File: config.mk
export PLATFORM = sky130hd
export DESIGN_NAME = uart_rx_deframer_flat
export DESIGN_NICKNAME = d
export VERILOG_FILES = /design/src/rtl/uart_rx_deframer_pkg.sv /design/src/rtl/uart_rx_deframer_if.sv /design/src/rtl/uart_rx_deframer_baud_tick.sv /design/src/rtl/uart_rx_deframer.sv /design/src/flat_wrapper.sv
export SDC_FILE = /design/constraint.sdc
export NUM_CORES = 1
export LEC_CHECK = 0
export CAP_MARGIN = 40
export CORE_UTILIZATION = 45
export CTS_CLUSTER_DIAMETER = 100
export DETAILED_ROUTE_END_ITERATION = 8
export PLACE_DENSITY_LB_ADDON = 0.25
export SLEW_MARGIN = 20
export SYNTH_ARGS = -nofsm -noshare
export SYNTH_HDL_FRONTEND = slang
export SYNTH_SLANG_ARGS = --single-unit
File: constraint.sdc
create_clock -name clk -period 2.9 [get_ports clk]
set_input_delay 0.87 -clock clk [delete_from_list [all_inputs] [get_ports clk]]
set_output_delay 0.87 -clock clk [all_outputs]
set_load 0.02 [all_outputs]
File: src/rtl/uart_rx_deframer_pkg.sv
// Shared types and constants for the UART receive path.
// Contents:
//   uart_rx_state_e  - deframer FSM states
//   PARITY_MODE_*    - parity sense encodings (value the XOR of data+parity must equal)
//   MAX_DATA_BITS    - widest payload the deframer supports
//   odd_parity()     - reduction XOR helper, 1 when the input has an odd number of ones
package uart_rx_deframer_pkg;

  typedef enum logic [2:0] {
    IDLE   = 3'd0,
    START  = 3'd1,
    DATA   = 3'd2,
    PARITY = 3'd3,
    STOP   = 3'd4
  } uart_rx_state_e;

  localparam logic PARITY_MODE_EVEN = 1'b0;
  localparam logic PARITY_MODE_ODD  = 1'b1;

  localparam int MAX_DATA_BITS = 8;

  function automatic logic odd_parity(input logic [MAX_DATA_BITS-1:0] value);
    return ^value;
  endfunction

endpackage

File: src/rtl/uart_rx_deframer_if.sv
// Byte handshake between the UART deframer and the host-side consumer.
// Signals:
//   rx_data    - received byte, valid while rx_valid is high
//   rx_valid   - a byte is being held for the consumer
//   rx_ready   - consumer accepts on rx_valid && rx_ready
//   parity_err - parity mismatch on the held byte
//   frame_err  - a stop bit of the held byte was sampled low
// Modports: master = deframer side, slave = consumer side.
interface uart_rx_deframer_if
  import uart_rx_deframer_pkg::*;
#(
  parameter int DATA_BITS = MAX_DATA_BITS
);

  logic [DATA_BITS-1:0] rx_data;
  logic                 rx_valid;
  logic                 rx_ready;
  logic                 parity_err;
  logic                 frame_err;

  modport master (
    output rx_data,
    output rx_valid,
    output parity_err,
    output frame_err,
    input  rx_ready
  );

  modport slave (
    input  rx_data,
    input  rx_valid,
    input  parity_err,
    input  frame_err,
    output rx_ready
  );

endinterface

File: src/rtl/uart_rx_deframer_baud_tick.sv
// Oversample tick generator shared by the UART receive and transmit paths.
// Ports:
//   clk      - clock
//   rst_n    - asynchronous active-low reset
//   baud_div - tick every (baud_div+1) clk cycles; 0 gives a tick every cycle
//   restart  - forces the counter back to 0 so the following ticks are phase-aligned
//   tick     - high for one clk when the counter equals baud_div
module uart_baud_tick
  import uart_rx_deframer_pkg::*;
#(
  parameter int DIV_W = 16
) (
  input  logic             clk,
  input  logic             rst_n,
  input  logic [DIV_W-1:0] baud_div,
  input  logic             restart,
  output logic             tick
);

  logic [DIV_W-1:0] count_q;

  assign tick = (count_q == baud_div);

  // Restart wins over the wrap so the first tick after a start edge lands a full
  // (baud_div+1) period later.
  always_ff @(posedge clk or negedge rst_n) begin
    if (!rst_n) begin
      count_q <= '0;
    end else if (restart || tick) begin
      count_q <= '0;
    end else begin
      count_q <= count_q + DIV_W'(1);
    end
  end

endmodule

File: src/rtl/uart_rx_deframer.sv
// Receive-side UART deframer: synchronises the serial rx line, oversamples it,
// strips start/parity/stop bits and holds each byte for the consumer.
// Ports:
//   clk, rst_n - clock and asynchronous active-low reset
//   baud_div   - oversample tick every (baud_div+1) clk cycles
//   rx         - asynchronous serial input, idle high, LSB first
//   rx_bus     - byte handshake (data, valid, ready, parity_err, frame_err)
//   overrun    - one-clk pulse when a frame completes while a byte is still held
//   busy       - FSM is not idle
module uart_rx_deframer
  import uart_rx_deframer_pkg::*;
#(
  parameter int DATA_BITS  = 8,
  parameter int OVERSAMPLE = 16,
  parameter int PARITY_EN  = 0,
  parameter int PARITY_ODD = 0,
  parameter int STOP_BITS  = 1,
  parameter int DIV_W      = 16
) (
  input  logic               clk,
  input  logic               rst_n,
  input  logic [DIV_W-1:0]   baud_div,
  input  logic               rx,
  uart_rx_deframer_if.master rx_bus,
  output logic               overrun,
  output logic               busy
);

  localparam int SCW = $clog2(OVERSAMPLE);
  localparam logic [SCW-1:0] HALF_TICK = SCW'(OVERSAMPLE / 2 - 1);
  localparam logic [SCW-1:0] FULL_TICK = SCW'(OVERSAMPLE - 1);
  localparam logic [3:0]     LAST_DATA = 4'(DATA_BITS - 1);
  localparam logic [3:0]     LAST_STOP = 4'(STOP_BITS - 1);
  localparam logic           PAR_MODE  = (PARITY_ODD != 0) ? PARITY_MODE_ODD : PARITY_MODE_EVEN;

  logic rx_meta, rx_s, rx_s_d;
  logic tick, restart, complete;

  uart_rx_state_e       state_q, state_d;
  logic [SCW-1:0]       sample_cnt_q, sample_cnt_d;
  logic [3:0]           bit_cnt_q, bit_cnt_d;
  logic [DATA_BITS-1:0] shift_q, shift_d;
  logic                 perr_q, perr_d;
  logic                 ferr_q, ferr_d;

  logic [DATA_BITS-1:0] data_q;
  logic                 valid_q, perr_out_q, ferr_out_q, overrun_q;

  // Synchroniser and edge history reset to the idle line level so reset
  // release never looks like a start bit.
  always_ff @(posedge clk or negedge rst_n) begin
    if (!rst_n) begin
      rx_meta <= 1'b1;
      rx_s    <= 1'b1;
      rx_s_d  <= 1'b1;
    end else begin
      rx_meta <= rx;
      rx_s    <= rx_meta;
      rx_s_d  <= rx_s;
    end
  end

  uart_baud_tick #(
    .DIV_W (DIV_W)
  ) u_baud_tick (
    .clk      (clk),
    .rst_n    (rst_n),
    .baud_div (baud_div),
    .restart  (restart),
    .tick     (tick)
  );

  always_ff @(posedge clk or negedge rst_n) begin
    if (!rst_n) begin
      state_q      <= IDLE;
      sample_cnt_q <= '0;
      bit_cnt_q    <= '0;
      shift_q      <= '0;
      perr_q       <= 1'b0;
      ferr_q       <= 1'b0;
    end else begin
      state_q      <= state_d;
      sample_cnt_q <= sample_cnt_d;
      bit_cnt_q    <= bit_cnt_d;
      shift_q      <= shift_d;
      perr_q       <= perr_d;
      ferr_q       <= ferr_d;
    end
  end

  // Sample counter counts ticks since the last sample point. START waits half a
  // bit to reach the start-bit centre; every later sample is one full bit on.
  // Only a falling edge arms a frame, so a line stuck low after a break waits.
  always_comb begin
    state_d      = state_q;
    sample_cnt_d = sample_cnt_q;
    bit_cnt_d    = bit_cnt_q;
    shift_d      = shift_q;
    perr_d       = perr_q;
    ferr_d       = ferr_q;
    restart      = 1'b0;
    complete     = 1'b0;

    case (state_q)
      IDLE: begin
        if (rx_s_d && !rx_s) begin
          restart      = 1'b1;
          sample_cnt_d = '0;
          bit_cnt_d    = '0;
          perr_d       = 1'b0;
          ferr_d       = 1'b0;
          state_d      = START;
        end
      end

      START: begin
        if (tick) begin
          if (sample_cnt_q == HALF_TICK) begin
            sample_cnt_d = '0;
            state_d      = rx_s ? IDLE : DATA;
          end else begin
            sample_cnt_d = sample_cnt_q + SCW'(1);
          end
        end
      end

      DATA: begin
        if (tick) begin
          if (sample_cnt_q == FULL_TICK) begin
            sample_cnt_d = '0;
            shift_d      = {rx_s, shift_q[DATA_BITS-1:1]};
            if (bit_cnt_q == LAST_DATA) begin
              bit_cnt_d = '0;
              state_d   = (PARITY_EN != 0) ? PARITY : STOP;
            end else begin
              bit_cnt_d = bit_cnt_q + 4'd1;
            end
          end else begin
            sample_cnt_d = sample_cnt_q + SCW'(1);
          end
        end
      end

      PARITY: begin
        if (tick) begin
          if (sample_cnt_q == FULL_TICK) begin
            sample_cnt_d = '0;
            perr_d       = (odd_parity(MAX_DATA_BITS'(shift_q)) ^ rx_s) != PAR_MODE;
            state_d      = STOP;
          end else begin
            sample_cnt_d = sample_cnt_q + SCW'(1);
          end
        end
      end

      STOP: begin
        if (tick) begin
          if (sample_cnt_q == FULL_TICK) begin
            sample_cnt_d = '0;
            if (!rx_s) begin
              ferr_d = 1'b1;
            end
            if (bit_cnt_q == LAST_STOP) begin
              bit_cnt_d = '0;
              complete  = 1'b1;
              state_d   = IDLE;
            end else begin
              bit_cnt_d = bit_cnt_q + 4'd1;
            end
          end else begin
            sample_cnt_d = sample_cnt_q + SCW'(1);
          end
        end
      end

      default: begin
        state_d = IDLE;
      end
    endcase
  end

  // Holding register: a completed frame loads when the slot is empty or being
  // emptied in the same cycle, otherwise it is dropped and overrun pulses.
  // ferr_d is used so the final stop sample is included.
  always_ff @(posedge clk or negedge rst_n) begin
    if (!rst_n) begin
      data_q     <= '0;
      valid_q    <= 1'b0;
      perr_out_q <= 1'b0;
      ferr_out_q <= 1'b0;
      overrun_q  <= 1'b0;
    end else begin
      overrun_q <= 1'b0;
      if (complete) begin
        if (!valid_q || rx_bus.rx_ready) begin
          data_q     <= shift_q;
          perr_out_q <= perr_q;
          ferr_out_q <= ferr_d;
          valid_q    <= 1'b1;
        end else begin
          overrun_q <= 1'b1;
        end
      end else if (valid_q && rx_bus.rx_ready) begin
        valid_q <= 1'b0;
      end
    end
  end

  assign rx_bus.rx_data    = data_q;
  assign rx_bus.rx_valid   = valid_q;
  assign rx_bus.parity_err = perr_out_q;
  assign rx_bus.frame_err  = ferr_out_q;
  assign overrun           = overrun_q;
  assign busy              = (state_q != IDLE);

endmodule

File: src/flat_wrapper.sv
// flat-port wrapper written by rule: the top's interface ports become plain ports
module uart_rx_deframer_flat import uart_rx_deframer_pkg::*;
#(
  parameter int DATA_BITS  = 8,
  parameter int OVERSAMPLE = 16,
  parameter int PARITY_EN  = 0,
  parameter int PARITY_ODD = 0,
  parameter int STOP_BITS  = 1,
  parameter int DIV_W      = 16
)
  (clk, rst_n, baud_div, rx, overrun, busy, rx_bus_rx_data, rx_bus_rx_valid, rx_bus_parity_err, rx_bus_frame_err, rx_bus_rx_ready);
  uart_rx_deframer_if #(.DATA_BITS(DATA_BITS)) rx_bus_i ();
  input  logic clk;
  input  logic rst_n;
  input  logic [DIV_W-1:0] baud_div;
  input  logic rx;
  output logic overrun;
  output logic busy;
  output wire logic [$bits(rx_bus_i.rx_data)-1:0] rx_bus_rx_data;
  output wire logic [$bits(rx_bus_i.rx_valid)-1:0] rx_bus_rx_valid;
  output wire logic [$bits(rx_bus_i.parity_err)-1:0] rx_bus_parity_err;
  output wire logic [$bits(rx_bus_i.frame_err)-1:0] rx_bus_frame_err;
  input wire logic [$bits(rx_bus_i.rx_ready)-1:0] rx_bus_rx_ready;
  assign rx_bus_rx_data = rx_bus_i.rx_data;
  assign rx_bus_rx_valid = rx_bus_i.rx_valid;
  assign rx_bus_parity_err = rx_bus_i.parity_err;
  assign rx_bus_frame_err = rx_bus_i.frame_err;
  assign rx_bus_i.rx_ready = rx_bus_rx_ready;
  uart_rx_deframer #(.DATA_BITS(DATA_BITS), .OVERSAMPLE(OVERSAMPLE), .PARITY_EN(PARITY_EN), .PARITY_ODD(PARITY_ODD), .STOP_BITS(STOP_BITS), .DIV_W(DIV_W)) u_core (.clk(clk), .rst_n(rst_n), .baud_div(baud_div), .rx(rx), .rx_bus(rx_bus_i), .overrun(overrun), .busy(busy));
endmodule
# Word-level counts from Yosys, hierarchy flattened

Cells that the tools add are included.

$add $sub $neg: 3
Equal/unequal tests: 21
Multiplexer cells: 47
Bitwise logic cells: 1
Reduce and logical (&&, ||, !) cells: 22

Operators with widths:

| kind                  | number |
|---|---|
| $mux 4                | 11 |
| $mux 3                | 11 |
| $pmux 4 s3            | 2 |
| $mux 1                | 18 |
| $add 16x1->16 const B | 1 |
| $eq 16x16->1          | 1 |
| $mux 16               | 1 |
| $ne 2x1->1 const B    | 8 |
| $pmux 3 s5            | 1 |
| $reduce_and 11->1     | 1 |
| $ne 2x2->1 const B    | 5 |
| $reduce_bool 3->1     | 3 |
| $add 4x1->4 const B   | 2 |
| $eq 4x3->1 const B    | 2 |
| $reduce_and 4->1      | 2 |
| $reduce_xor 8->1      | 1 |
| $eq 3x2->1 const B    | 2 |
| $reduce_and 6->1      | 1 |
| $eq 4x4->1 const B    | 1 |
| $logic_not 4->1       | 1 |
| $pmux 1 s2            | 2 |
| $reduce_and 2->1      | 2 |
| $reduce_bool 2->1     | 2 |
| $eq 3x1->1 const B    | 1 |
| 9 further kinds       | 12 |

Flip-flop bits (word level): 52
Output and inout port bits: 13
Logic and storage cells: 109

# Logic depth before layout (Yosys ltp)

Depth after elaboration: 7
Depth in mapped cells: 7

# Modules after synthesis

A second synthesis with hierarchy kept.

Cell total of the unflattened synthesis: 244
Area total of the unflattened synthesis: 2,740.1 um2

Modules (own cells, without submodules):

| module           | instances | cells each | area each (um2) | sequential area each (um2) |
|---|---|---|---|---|
| uart_rx_deframer | 1         | 144        | 1,757.9         | 904.6 |
| uart_baud_tick   | 1         | 100        | 982.2           | 400.4 |

# Least setup slack after synthesis

No wires, ideal clock.

Kind: in2reg
Start: input baud_div[7]
End: register u_core.shift_q[0]
Library setup time: 0.125 ns
Data arrival time: 2.484 ns
Data required time: 2.775 ns
Path slack: 0.291 ns
Stages on the path: 6
Buffers on the path: 1
Cells stage by stage: xor2_1 -> nor4_2 -> nand4_2 -> or4_1 -> buf_6 -> mux2_4

Cells in the longest elaborated chain, start to end: 2

RTL lines:

| element                    | RTL line                         | source |
|---|---|---|
| start, declared            | flat_wrapper.sv:15               | `input logic [DIV_W-1:0] baud_div;` |
| $eq 16x16->1               | uart_rx_deframer_baud_tick.sv:22 | `assign tick = (count_q == baud_div);` |
| $reduce_and 3->1 (no line) | n/a                              |  |
| end signal, assigned       | uart_rx_deframer.sv:85           | `shift_q <= shift_d;` |
| end, declared              | uart_rx_deframer.sv:42           | `logic [DATA_BITS-1:0] shift_q, shift_d;` |

No other way between the ends.
A chain may end at the register's enable or synchronous reset.

# Worst setup path after layout

Start: input baud_div[12]
End: register u_core.data_q[0] (netlist: u_core.rx_bus.rx_data[0])

Cells in the longest elaborated chain, start to end: 4

RTL lines:

| element                    | RTL line                         | source |
|---|---|---|
| $eq 16x16->1               | uart_rx_deframer_baud_tick.sv:22 |  |
| $mux 1                     | uart_rx_deframer.sv:157          | `if (tick) begin` |
| $mux 1                     | uart_rx_deframer.sv:104          | `case (state_q)` |
| $reduce_and 2->1 (no line) | n/a                              |  |
| end signal, assigned       | uart_rx_deframer.sv:196          | `data_q <= shift_q;` |
| end, declared              | uart_rx_deframer.sv:46           | `logic [DATA_BITS-1:0] data_q;` |

No other way between the ends.

==> flow_metrics.py <==
metrics = {
    "status": {
        "outcome": "complete, no violations",
    },
    "grt": {
        "track_usage_pct": 17.9,
        "antenna_found_initial": 0,
        "grt_overflow": 0,
        "grt_pass1_vias": 1897,
        "grt_pass1_wl_um": 9040,
        "grt_max_degree": 53,
    },
    "sta": {
        "whs_ns": 0.361,
        "tightestPinTransition_ns": 0.650,
        "finalCritPeriodShare_pct": 96.6,
        "slew_headroom_pct": 56.7,
        "setup_violations": 0,
        "tns_ns": 0,
        "drv_slew": 0,
        "hold_viol_final": 0,
        "period_needed_ns": 2.80,
        "clock.fmax_ghz": 0.357,
        "rsz0062_at_grt": "no",
        "clock_skew_ns": 0.00924,
        "worst_slack_ns": 0.0994,
    },
    "floorplanning": {
        "die_area_um2": 6630,
        "die_h_um": 81.4,
        "core-area_um2": 5990,
        "die_x_um": 81.4,
        "ioPinCount": 33,
        "rows": 28,
        "floorplan.initialDensity_pct": 47.3,
    },
    "clock_network": {
        "clkLatencyLatePin_ns": 0.30,
        "cts.path.max_buffers": 2,
        "clock-root-buffer": "clkbuf_8",
        "hold_buffers": 0,
        "htree_levels": 2,
        "cts_sinks": 52,
        "clkTransAtPathRegs_ns": 0.09,
        "cts_made_buffers": 5,
        "cts_tree": "built",
    },
    "detailed_routing": {
        "ant_nets": 0,
        "wl_um": 5450,
        "drtIter0Drc": 108,
        "route.detailed.drc": 0,
        "dr.pass1.iters": 4,
        "vias": 2105,
        "routed_via_density": 5.43,
        "wl_per_cell_um": 14.0,
    },
    "power": {
        "ir_drop_v": 0.000299,
        "p_per_area_nw_per_um2": 392,
        "combPwrFrac_pct": 9.0,
        "p_leak_uw": 0.00155,
        "power_uw": 1330,
        "clkPwrFrac_pct": 31.6,
        "swShare_pct": 24.8,
        "p_int_uw": 1000,
        "p_seq_share_pct": 59.5,
        "switchingPower_uw": 330,
    },
    "setup_path": {
        "cp-end-kind": "register",
        "critPathLaunchType": "primary input",
        "arrival_ns": 2.99,
        "cp.required_ns": 3.09,
        "path_class": "primary input to register",
        "cp_max_fo": 5,
    },
    "cells_and_area": {
        "layout_commonest_cell": "dfrtp_1",
        "stdcell_count": 388,
        "nNetsFinal": 336,
        "syn2layout_area_growth_pct": 19.9,
        "diodes": 0,
        "final_cell_mix": "dfrtp_1, clkdlybuf4s50_1, nor2_1",
        "drive_gt1_share_pct": 17.6,
    },
    "synth": {
        "ys_ff_latch": 52,
        "synthDistinctLibCells": 48,
        "ys.flop_type": "dfrtp_1",
        "syn_area_um2": 2840,
        "async_flop_share_pct": 100,
        "yosysWarnings": 0,
        "synth_top_cell_by_area": "dfrtp_1",
        "syn_nets": 295,
        "synth.area.top_cells": "dfrtp_1, xor2_1, xnor2_1",
        "synth_edf_count": 0,
        "synth_cells": 271,
        "synth_top_area_share_pct": 43.2,
        "ys_seq_area_share_pct": 46.0,
        "syn_avg_cell_area_um2": 10.5,
    },
    "placement": {
        "place_hpwl_um": 3850,
        "portBuffers": 32,
        "place_inst": 378,
        "dp_slack_ns": -0.243,
        "gp_congestion": 0.777,
    },
    "hold_path": {
        "worstHoldPathType": "register to register",
    },
    "job": {
        "drv_cap": 0,
    },
}
## routing by layer
layer / global-route usage (%) / share of wire (%) / vias to the layer above
met1: 26.1 / 49 / 1023
met3: 3.03 / 3.3 / 7
li1: - / - / 1038
met4: 5.18 / 1.1 / 0
met5: 0 / 0 / -
met2: 27.0 / 47 / 37
## layout make-up
cell class                 count  area, µm²
clock buffer                   6       82.6
inverter                       7       26.3
clock inverter                 2       10.0
tap                           75       93.8
multi-input combinational    201       1470
fill                         525       2590
timing repair buffer          45        413
sequential                    52       1310
## worst paths after layout
path                                                from                             end  slack, ns  cells past startpoint
min                                       u_core.rx_meta                     u_core.rx_s       0.36                      0
min in group asynchronous                          rst_n  u_core.u_baud_tick.count_q[15]       0.65                      2
max                                         baud_div[12]        u_core.rx_bus.rx_data[0]        0.1                      9
max in group asynchronous                          rst_n  u_core.u_baud_tick.count_q[12]       1.80                      2
min reg2reg                               u_core.rx_meta                     u_core.rx_s       0.36                      0
max reg2reg                u_core.u_baud_tick.count_q[2]        u_core.rx_bus.rx_data[0]       0.64                      8
## registers in the layout (all words and copies together) (netlist names)
| register | cells |
|---|---|
| u_core.u_baud_tick.count_q | 16 |
| u_core.rx_bus.rx_data | 8 |
| u_core.shift_q | 8 |
| u_core.bit_cnt_q | 4 |
| u_core.sample_cnt_q | 4 |
| u_core.state_q | 3 |
| u_core.ferr_q | 1 |
| u_core.overrun | 1 |
| u_core.perr_q | 1 |
| u_core.rx_bus.frame_err | 1 |
| u_core.rx_bus.parity_err | 1 |
| u_core.rx_bus.rx_valid | 1 |
| u_core.rx_meta | 1 |
| u_core.rx_s | 1 |
| u_core.rx_s_d | 1 |
## power groups by stage
stage                     registers (µW)  logic, µW  clock network [µW]
final                                793        119                 421
after global routing                 798        134                 465
after CTS                            793        122                 435
after detailed placement             807        120                   0
after global placement               807        116                   0
after floorplan                      796       68.5                   0
## per-stage QoR
stage | util (%) | instance area (µm²)
floorplan | - | 2840
global placement | 54.8 | 3280
detailed placement | 54.8 | 3280
CTS | 56.4 | 3380
global route | 56.8 | 3400
finish | 56.8 | 3400
## cell families after synthesis
family	after synthesis	share of synthesized area, %
flip-flops	52	46.0
adder cells (fa/ha/maj)	4	1.76
buffers and inverters	18	2.69
AO/OA/AOI/OAI	44	10.2
AND/OR/NAND/NOR	96	19.0
multiplexers	19	8.56
XOR/XNOR	38	11.7
## Yosys cell counts (all sizes together) (2+ instances only)
cell / n
and2: 2
nor3b: 2
inv: 7
and4: 2
nor3: 6
dfstp: 3
nor4: 5
nand2b: 8
xor2: 23
nor2: 25
clkbuf: 8
and3: 5
mux2: 18
nand2: 15
a21o: 3
xnor2: 15
nand3: 11
o21ai: 10
a31o: 2
a21oi: 11
buf: 3
or2: 4
o211ai: 5
a31oi: 3
dfrtp: 49
nor2b: 2
ha: 4
nand4: 6
## worst max-delay path: stages
cell             delay (ns)
clkdlybuf4s50_1        0.41
xor2_1                 0.18
nor4_2                 0.27
buf_4                  0.16
nand4_2                0.10
buf_4                  0.17
nor4b_4                0.27
buf_4                  0.22
mux2_2                 0.34
## repair_timing
action                     4_1_cts  5_1_grt
setup buffers                    0        1
resized for setup                0        4
setup endpoints to repair        0       18
(Power assumes the default switching activity.)
